### config.mk
export PLATFORM = sky130hd
export DESIGN_NAME = mm_mul
export DESIGN_NICKNAME = d
export VERILOG_FILES = /design/src/rtl/mm_mul_pkg.sv /design/src/rtl/mm_mul_fp32_mac.sv /design/src/rtl/mm_mul.sv
export SDC_FILE = /design/constraint.sdc
export NUM_CORES = 2
export LEC_CHECK = 0
export CORE_AREA = 5 5 592 594
export CTS_CLUSTER_DIAMETER = 120
export CTS_CLUSTER_SIZE = 14
export DETAILED_ROUTE_END_ITERATION = 10
export DIE_AREA = 0 0 597 599
export PLACE_DENSITY_LB_ADDON = 0.15
export SETUP_SLACK_MARGIN = 0.3
export SYNTH_ARGS = -nofsm -noshare
export SYNTH_HDL_FRONTEND = slang
export SYNTH_SLANG_ARGS = --single-unit
### constraint.sdc
create_clock -name clk -period 99.9 [get_ports clk]
set_input_delay 14.985 -clock clk [delete_from_list [all_inputs] [get_ports clk]]
set_output_delay 14.985 -clock clk [all_outputs]
set_load 0.02 [all_outputs]
### src/rtl/mm_mul_pkg.sv
// Shared types and constants for the mm_mul matrix-product engine.
//   fp32_t      : raw IEEE-754 binary32 bit pattern
//   FP32_QNAN   : canonical quiet NaN produced by every invalid operation
//   FP32_PZERO  : +0.0, reset value of the accumulator and the result array
//   EXP_BIAS    : binary32 exponent bias
//   state_t     : controller states IDLE / CALC / DONE
package mm_mul_pkg;

  typedef logic [31:0] fp32_t;

  localparam fp32_t FP32_QNAN  = 32'h7FC0_0000;
  localparam fp32_t FP32_PZERO = 32'h0000_0000;
  localparam int    EXP_BIAS   = 127;

  typedef enum logic [1:0] {
    IDLE,
    CALC,
    DONE
  } state_t;

endpackage

### src/rtl/mm_mul_fp32_mac.sv
// fp32_mac: combinational binary32 multiply-accumulate, sum = round(acc + round(a*b)).
// Ports:
//   a, b : multiplicand / multiplier (binary32)
//   acc  : running sum (binary32)
//   sum  : new running sum (binary32)
// Denormals flush to signed zero, overflow saturates to +/-Inf, NaN operands,
// Inf*0 and Inf-Inf give the canonical qNaN, an exact zero sum is +0.0.
// Build option MM_MUL_RNE_EN: defined -> round to nearest, ties to even;
// undefined -> truncate toward zero.
module fp32_mac
  import mm_mul_pkg::*;
(
  input  fp32_t a,
  input  fp32_t b,
  input  fp32_t acc,
  output fp32_t sum
);

`ifdef MM_MUL_RNE_EN
  localparam bit RNE = 1'b1;
`else
  localparam bit RNE = 1'b0;
`endif

  localparam logic signed [9:0] BIAS = 10'(EXP_BIAS);

  // m carries the hidden bit; g is the first dropped bit, st the OR of the rest.
  // Range checks run after rounding so a carry-out can still overflow to Inf.
  function automatic fp32_t round_pack(input logic s, input logic signed [9:0] e,
                                       input logic [23:0] m, input logic g,
                                       input logic st);
    logic [24:0]        mr;
    logic signed [9:0]  er;
    mr = {1'b0, m};
    er = e;
    if (RNE && g && (st || m[0])) mr = mr + 25'd1;
    if (mr[24]) begin
      mr = mr >> 1;
      er = er + 10'sd1;
    end
    if (er >= 10'sd255) return {s, 8'hFF, 23'h0};
    if (er <= 10'sd0)   return {s, 31'h0};
    return {s, er[7:0], mr[22:0]};
  endfunction

  function automatic logic [4:0] lzc27(input logic [26:0] v);
    logic [4:0] z;
    z = 5'd0;
    for (int n = 0; n < 27; n++) if (v[n]) z = 5'(26 - n);
    return z;
  endfunction

  function automatic fp32_t fp_mul(input fp32_t x, input fp32_t y);
    logic              s, x_nan, y_nan, x_inf, y_inf, x_zero, y_zero;
    logic [47:0]       p;
    logic signed [9:0] e;
    s      = x[31] ^ y[31];
    x_nan  = (x[30:23] == 8'hFF) && (x[22:0] != '0);
    y_nan  = (y[30:23] == 8'hFF) && (y[22:0] != '0);
    x_inf  = (x[30:23] == 8'hFF) && (x[22:0] == '0);
    y_inf  = (y[30:23] == 8'hFF) && (y[22:0] == '0);
    x_zero = (x[30:23] == 8'h00);
    y_zero = (y[30:23] == 8'h00);
    if (x_nan || y_nan || (x_inf && y_zero) || (y_inf && x_zero)) return FP32_QNAN;
    if (x_inf || y_inf)   return {s, 8'hFF, 23'h0};
    if (x_zero || y_zero) return {s, 31'h0};
    p = {1'b1, x[22:0]} * {1'b1, y[22:0]};
    e = $signed({2'b00, x[30:23]}) + $signed({2'b00, y[30:23]}) - BIAS;
    // Product of two [1,2) mantissas lies in [1,4): at most one normalising shift.
    if (p[47]) return round_pack(s, e + 10'sd1, p[47:24], p[23], |p[22:0]);
    return round_pack(s, e, p[46:23], p[22], |p[21:0]);
  endfunction

  function automatic fp32_t fp_add(input fp32_t x, input fp32_t y);
    logic              x_nan, y_nan, x_inf, y_inf, swap, sub, sb;
    logic [7:0]        eb, es, d;
    logic [23:0]       mb, ms;
    logic [4:0]        sh, lz;
    logic [53:0]       wide;
    logic [26:0]       sm, n;
    logic [27:0]       r;
    logic signed [9:0] e;
    x_nan = (x[30:23] == 8'hFF) && (x[22:0] != '0);
    y_nan = (y[30:23] == 8'hFF) && (y[22:0] != '0);
    x_inf = (x[30:23] == 8'hFF) && (x[22:0] == '0);
    y_inf = (y[30:23] == 8'hFF) && (y[22:0] == '0);
    if (x_nan || y_nan || (x_inf && y_inf && (x[31] != y[31]))) return FP32_QNAN;
    if (x_inf) return {x[31], 8'hFF, 23'h0};
    if (y_inf) return {y[31], 8'hFF, 23'h0};
    if ((x[30:23] == 8'h00) && (y[30:23] == 8'h00)) return FP32_PZERO;
    if (x[30:23] == 8'h00) return y;
    if (y[30:23] == 8'h00) return x;
    swap = (y[30:0] > x[30:0]);
    sb   = swap ? y[31] : x[31];
    sub  = x[31] ^ y[31];
    eb   = swap ? y[30:23] : x[30:23];
    es   = swap ? x[30:23] : y[30:23];
    mb   = {1'b1, swap ? y[22:0] : x[22:0]};
    ms   = {1'b1, swap ? x[22:0] : y[22:0]};
    d    = eb - es;
    // Align the smaller operand into 24 bits + guard/round/sticky; everything
    // shifted below the sticky position is OR-ed into it.
    sh   = (d > 8'd27) ? 5'd27 : d[4:0];
    wide = {ms, 30'h0} >> sh;
    sm   = {wide[53:28], wide[27] | (|wide[26:0])};
    r    = sub ? ({1'b0, mb, 3'b000} - {1'b0, sm}) : ({1'b0, mb, 3'b000} + {1'b0, sm});
    if (r == '0) return FP32_PZERO;
    e = $signed({2'b00, eb});
    if (r[27]) begin
      n = {r[27:2], r[1] | r[0]};
      e = e + 10'sd1;
    end else begin
      // Large left shifts only occur for d<=1, where no sticky bit was formed.
      lz = lzc27(r[26:0]);
      n  = r[26:0] << lz;
      e  = e - $signed({5'b00000, lz});
    end
    return round_pack(sb, e, n[26:3], n[2], |n[1:0]);
  endfunction

  assign sum = fp_add(acc, fp_mul(a, b));

endmodule

### src/rtl/mm_mul.sv
// mm_mul: sequential binary32 matrix product, result = matrix1 x matrix2,
// one multiply-accumulate per clock through a single fp32_mac.
// Ports:
//   clk     : rising-edge clock
//   rst     : asynchronous active-high reset
//   enable  : start request (level); must drop for a cycle between runs
//   matrix1 : [ROWS1][COLS1] binary32 operand, captured when a run starts
//   matrix2 : [ROWS2][COLS2] binary32 operand, captured when a run starts
//   result  : [ROWS1][COLS2] binary32 product, registered
//   done    : result valid; high from the end of a run until enable drops
// Build option MM_MUL_RNE_EN selects round-to-nearest-even inside fp32_mac
// (default build truncates).
module mm_mul
  import mm_mul_pkg::*;
#(
  parameter int ROWS1 = 4,
  parameter int COLS1 = 4,
  parameter int ROWS2 = 4,
  parameter int COLS2 = 4
) (
  input  logic                                 clk,
  input  logic                                 rst,
  input  logic                                 enable,
  input  logic [ROWS1-1:0][COLS1-1:0][31:0]    matrix1,
  input  logic [ROWS2-1:0][COLS2-1:0][31:0]    matrix2,
  output logic [ROWS1-1:0][COLS2-1:0][31:0]    result,
  output logic                                 done
);

  if (ROWS2 != COLS1) begin : g_dim_check
    $error("mm_mul: ROWS2 must equal COLS1");
  end

  localparam int IW = (ROWS1 > 1) ? $clog2(ROWS1) : 1;
  localparam int JW = (COLS2 > 1) ? $clog2(COLS2) : 1;
  localparam int KW = (COLS1 > 1) ? $clog2(COLS1) : 1;

  state_t                                r_state;
  logic [ROWS1-1:0][COLS1-1:0][31:0]     r_m1;
  logic [ROWS2-1:0][COLS2-1:0][31:0]     r_m2;
  logic [ROWS1-1:0][COLS2-1:0][31:0]     r_result;
  fp32_t                                 r_acc;
  logic [IW-1:0]                         r_i;
  logic [JW-1:0]                         r_j;
  logic [KW-1:0]                         r_k;
  logic                                  r_fin;
  logic                                  r_done;
  fp32_t                                 w_sum;

  fp32_mac u_mac (
    .a   (r_m1[r_i][r_k]),
    .b   (r_m2[r_k][r_j]),
    .acc (r_acc),
    .sum (w_sum)
  );

  // Operand snapshot: plain data, loaded only when a run is accepted.
  always_ff @(posedge clk) begin
    if ((r_state == IDLE) && enable) begin
      r_m1 <= matrix1;
      r_m2 <= matrix2;
    end
  end

  always_ff @(posedge clk or posedge rst) begin
    if (rst) begin
      r_state  <= IDLE;
      r_result <= '0;
      r_done   <= 1'b0;
      r_acc    <= FP32_PZERO;
      r_i      <= '0;
      r_j      <= '0;
      r_k      <= '0;
      r_fin    <= 1'b0;
    end else begin
      case (r_state)
        IDLE: begin
          r_done <= 1'b0;
          if (enable) begin
            r_acc   <= FP32_PZERO;
            r_i     <= '0;
            r_j     <= '0;
            r_k     <= '0;
            r_fin   <= 1'b0;
            r_state <= CALC;
          end
        end
        CALC: begin
          // r_fin spends one extra cycle after the last write so that done
          // rises on edge ROWS1*COLS2*COLS1+1 after the start.
          if (r_fin) begin
            r_state <= DONE;
            r_done  <= 1'b1;
          end else if (r_k == KW'(COLS1 - 1)) begin
            r_result[r_i][r_j] <= w_sum;
            r_acc              <= FP32_PZERO;
            r_k                <= '0;
            if (r_j == JW'(COLS2 - 1)) begin
              r_j <= '0;
              if (r_i == IW'(ROWS1 - 1)) begin
                r_i   <= '0;
                r_fin <= 1'b1;
              end else begin
                r_i <= r_i + IW'(1);
              end
            end else begin
              r_j <= r_j + JW'(1);
            end
          end else begin
            r_acc <= w_sum;
            r_k   <= r_k + KW'(1);
          end
        end
        DONE: begin
          if (!enable) begin
            r_state <= IDLE;
            r_done  <= 1'b0;
          end
        end
        default: r_state <= IDLE;
      endcase
    end
  end

  assign result = r_result;
  assign done   = r_done;

endmodule

==> flow_metrics.tcl <==
set metrics [dict create \
    syn2layout_area_growth_pct 27.00 \
    cp_data_arrival_time_ps 30060 \
    min_period_ps 29300 \
    grt_max_degree 173 \
    cpMostUsedCell "a21oi_1" \
    synthesis.area_sq_um 90490 \
    fp.dieArea_sq_um 357600 \
    clock_latency_ps 880 \
    drv_cap 0 \
    fillCellCount 34590 \
    synth_most_common_cell "edfxtp_1" \
    io_pins 1540 \
    min_delay_path_depth 2 \
    finClkSkew_ps 99.55 \
    crit_required_ps 100660 \
    synth_nets 9267 \
    clock_path_buffers 4 \
    grt_pass1_wl_mm 548.0 \
    drive_gt1_share_pct 9.823 \
    port_buffers 1539 \
    ys_dominant_reg_cell "edfxtp_1" \
    crit_type "reg -> reg" \
    postSynthCellCount 7479 \
    finalSetupTns_ps 0 \
    yosys.area.top_type "edfxtp_1" \
    fin_util_pct 33.35 \
    status "finished, final reports clean" \
    place_inst 13320 \
    grt_overflow 0 \
    track_usage_pct 21.28 \
    grt_setup_unrepaired "no" \
    post_cts.repair.setup_buffers 0 \
    path_clk_slew_ps 80 \
    avgSynthCellArea_sq_um 12.10 \
    cts_buffers 138 \
    synthArstFlopShare_pct 35.11 \
    wl_per_cell_um 29.13 \
    setup_viol 0 \
    synthTopCellsByCount "1024 x edfxtp_1, 897 x nand2_1, 730 x inv_1, 554 x dfrtp_1, 497 x nor2_1" \
    synth.area.top_cells "edfxtp_1 34%, dfrtp_1 15%, fa_1 11%" \
    clock.fmax_mhz 34.14 \
    die_y_um 599 \
    wirelength_mm 393.9 \
    start_util_pct 26.26 \
    placed_cell_area_sq_um 111000 \
    final_hold_viol_count 0 \
    instances_no_fill 13520 \
    gp_congestion 0.9117 \
    die_w_um 597 \
    max_stage_delay_ps 1060 \
    worstMarginPinSlew_ps 1313 \
    routed_via_density 4.919 \
    synth_top_cell_area_share_pct 33.98 \
    cts.htree.levels 4 \
    core.rowCount 216 \
    nNetsFinal 10670 \
    critPathCaptureType "register" \
    critPathSlowestCell "o31ai_1" \
    grt_pass1_vias 69670 \
    rrSetupSlack_ps 70600 \
    synth_edf_count 1024 \
    synth.distinct_cells 123 \
    drc 0 \
    crit_path_start_kind "register" \
    design_area_sq_um 114900 \
    ys_ff_latch 1578 \
    drtAntennaViolNets 0 \
    min_period_over_period_pct 29.32 \
    finalMaxSlewViolations 0 \
    cts_hold_buf 0 \
    rr_worst_depth 98 \
    cts_tree "yes" \
    antenna_found_initial 94 \
    cts.sinks 1578 \
    ctsResizeCount 0 \
    dp_hpwl_mm 301.5 \
    drt-initial-drc-count 4815 \
    coreArea_sq_um 344600 \
    cts_root_buffer "clkbuf_16" \
    seq_area_frac_synth_pct 49.30 \
    firstDrtPassIters 6 \
    seq_area_sq_um 44630 \
    vias 66520 \
    max_slew_margin_pct 10.22 \
    worstHoldPathType "reg -> reg" \
    yosysWarningCount 0 \
    path_max_fanout 51 \
    multi_input_area_sq_um 41160 \
]
## through the flow
step	setup slack, ps	hold slack, ps
after floorplan	40030	503.8
after global placement	70860	460.9
after global routing	68210	501.0
after CTS	70600	484.1
final	70600	477.9
after detailed placement	70800	465.8
## cells in the final DEF, fill, tap and decap left out, drive strengths merged, types with 37 or more instances in the layout
cell type,instances
clkdlybuf4s50,1539
a211oi,54
o211ai,41
o21bai,37
nor2b,54
nand2,899
o22ai,38
xnor2,68
mux2i,95
nor4,40
nand4,44
clkbuf,151
nor3,95
a22oi,44
a21o,64
nor2,500
fa,484
inv,742
mux2,114
nand3,89
dfrtp,554
edfxtp,1024
diode,37
mux4,297
and2,71
a21oi,230
o21ai,503
ha,277
buf,165
nand2b,49
a22o,83
## worst max-delay path, delay by kind of cell (launching register included)
kind	cells	cell delay, ps
muxes	5	1790
xor gates and xnor gates	3	690
buffers and inverters	13	3950
and+or+nand+nor	24	6640
DFF	1	990
adders and majority gates	12	5340
AOI/OAI and AO/OA	41	9430
## state kept, by name (all words and copies together), names as in the netlist
register and cells:
r_acc 32, r_state 2, r_fin 1, result 512, r_j 2, done 1
r_k 2, r_m1 512, r_i 2, r_m2 512
## path summary, 6_finish.rpt
kind                                            to                     from
setup / recovery           result[328]$_DFFE_PP0P_       r_i[0]$_DFFE_PP0P_
hold / removal             result[487]$_DFFE_PP0P_  result[487]$_DFFE_PP0P_
setup reg to reg           result[328]$_DFFE_PP0P_       r_i[0]$_DFFE_PP0P_
hold reg to reg            result[487]$_DFFE_PP0P_  result[487]$_DFFE_PP0P_
max in group asynchronous  result[117]$_DFFE_PP0P_                      rst
min in group asynchronous  result[474]$_DFFE_PP0P_                      rst
## cell type report
| type | instances | area share [%] |
|---|---|---|
| flip-flops and latches | 1578 | 38.84 |
| multi-input cells | 4715 | 35.82 |
| repair buffers | 1704 | 14.53 |
| well taps | 4578 | 4.984 |
| clock buffers | 151 | 3.066 |
| inverters | 742 | 2.437 |
| clock inverters | 18 | 0.2482 |
| diodes | 37 | 0.08057 |
## layer usage
| metal | global-route usage, % | vias to the layer above | routed length, um |
|---|---|---|---|
| met3 | 4.578 | 574 | 24240 |
| met4 | 6.664 | 82 | 13640 |
| li1 | - | 29310 | - |
| met1 | 25.16 | 34320 | 152000 |
| met5 | 0 | - | 559 |
| met2 | 38.48 | 2240 | 203500 |
## cells by family (layout without fill, tap and decap cells)
| family | after synthesis | in the layout | share of synthesized area [%] |
|---|---|---|---|
| fa+ha+maj | 761 | 761 | 14.54 |
| buf+inv | 1186 | 2615 | 5.520 |
| flops | 1578 | 1578 | 49.30 |
| xor+xnor | 93 | 93 | 0.9001 |
| mux | 506 | 506 | 9.899 |
| compound gates | 1383 | 1383 | 10.10 |
| other cells | 0 | 37 | 0 |
| simple gates | 1972 | 1972 | 9.740 |
Power is left out: the tool's default activity adds up to more than one toggle a clock period on the data nets, which glitch-free logic cannot reach.
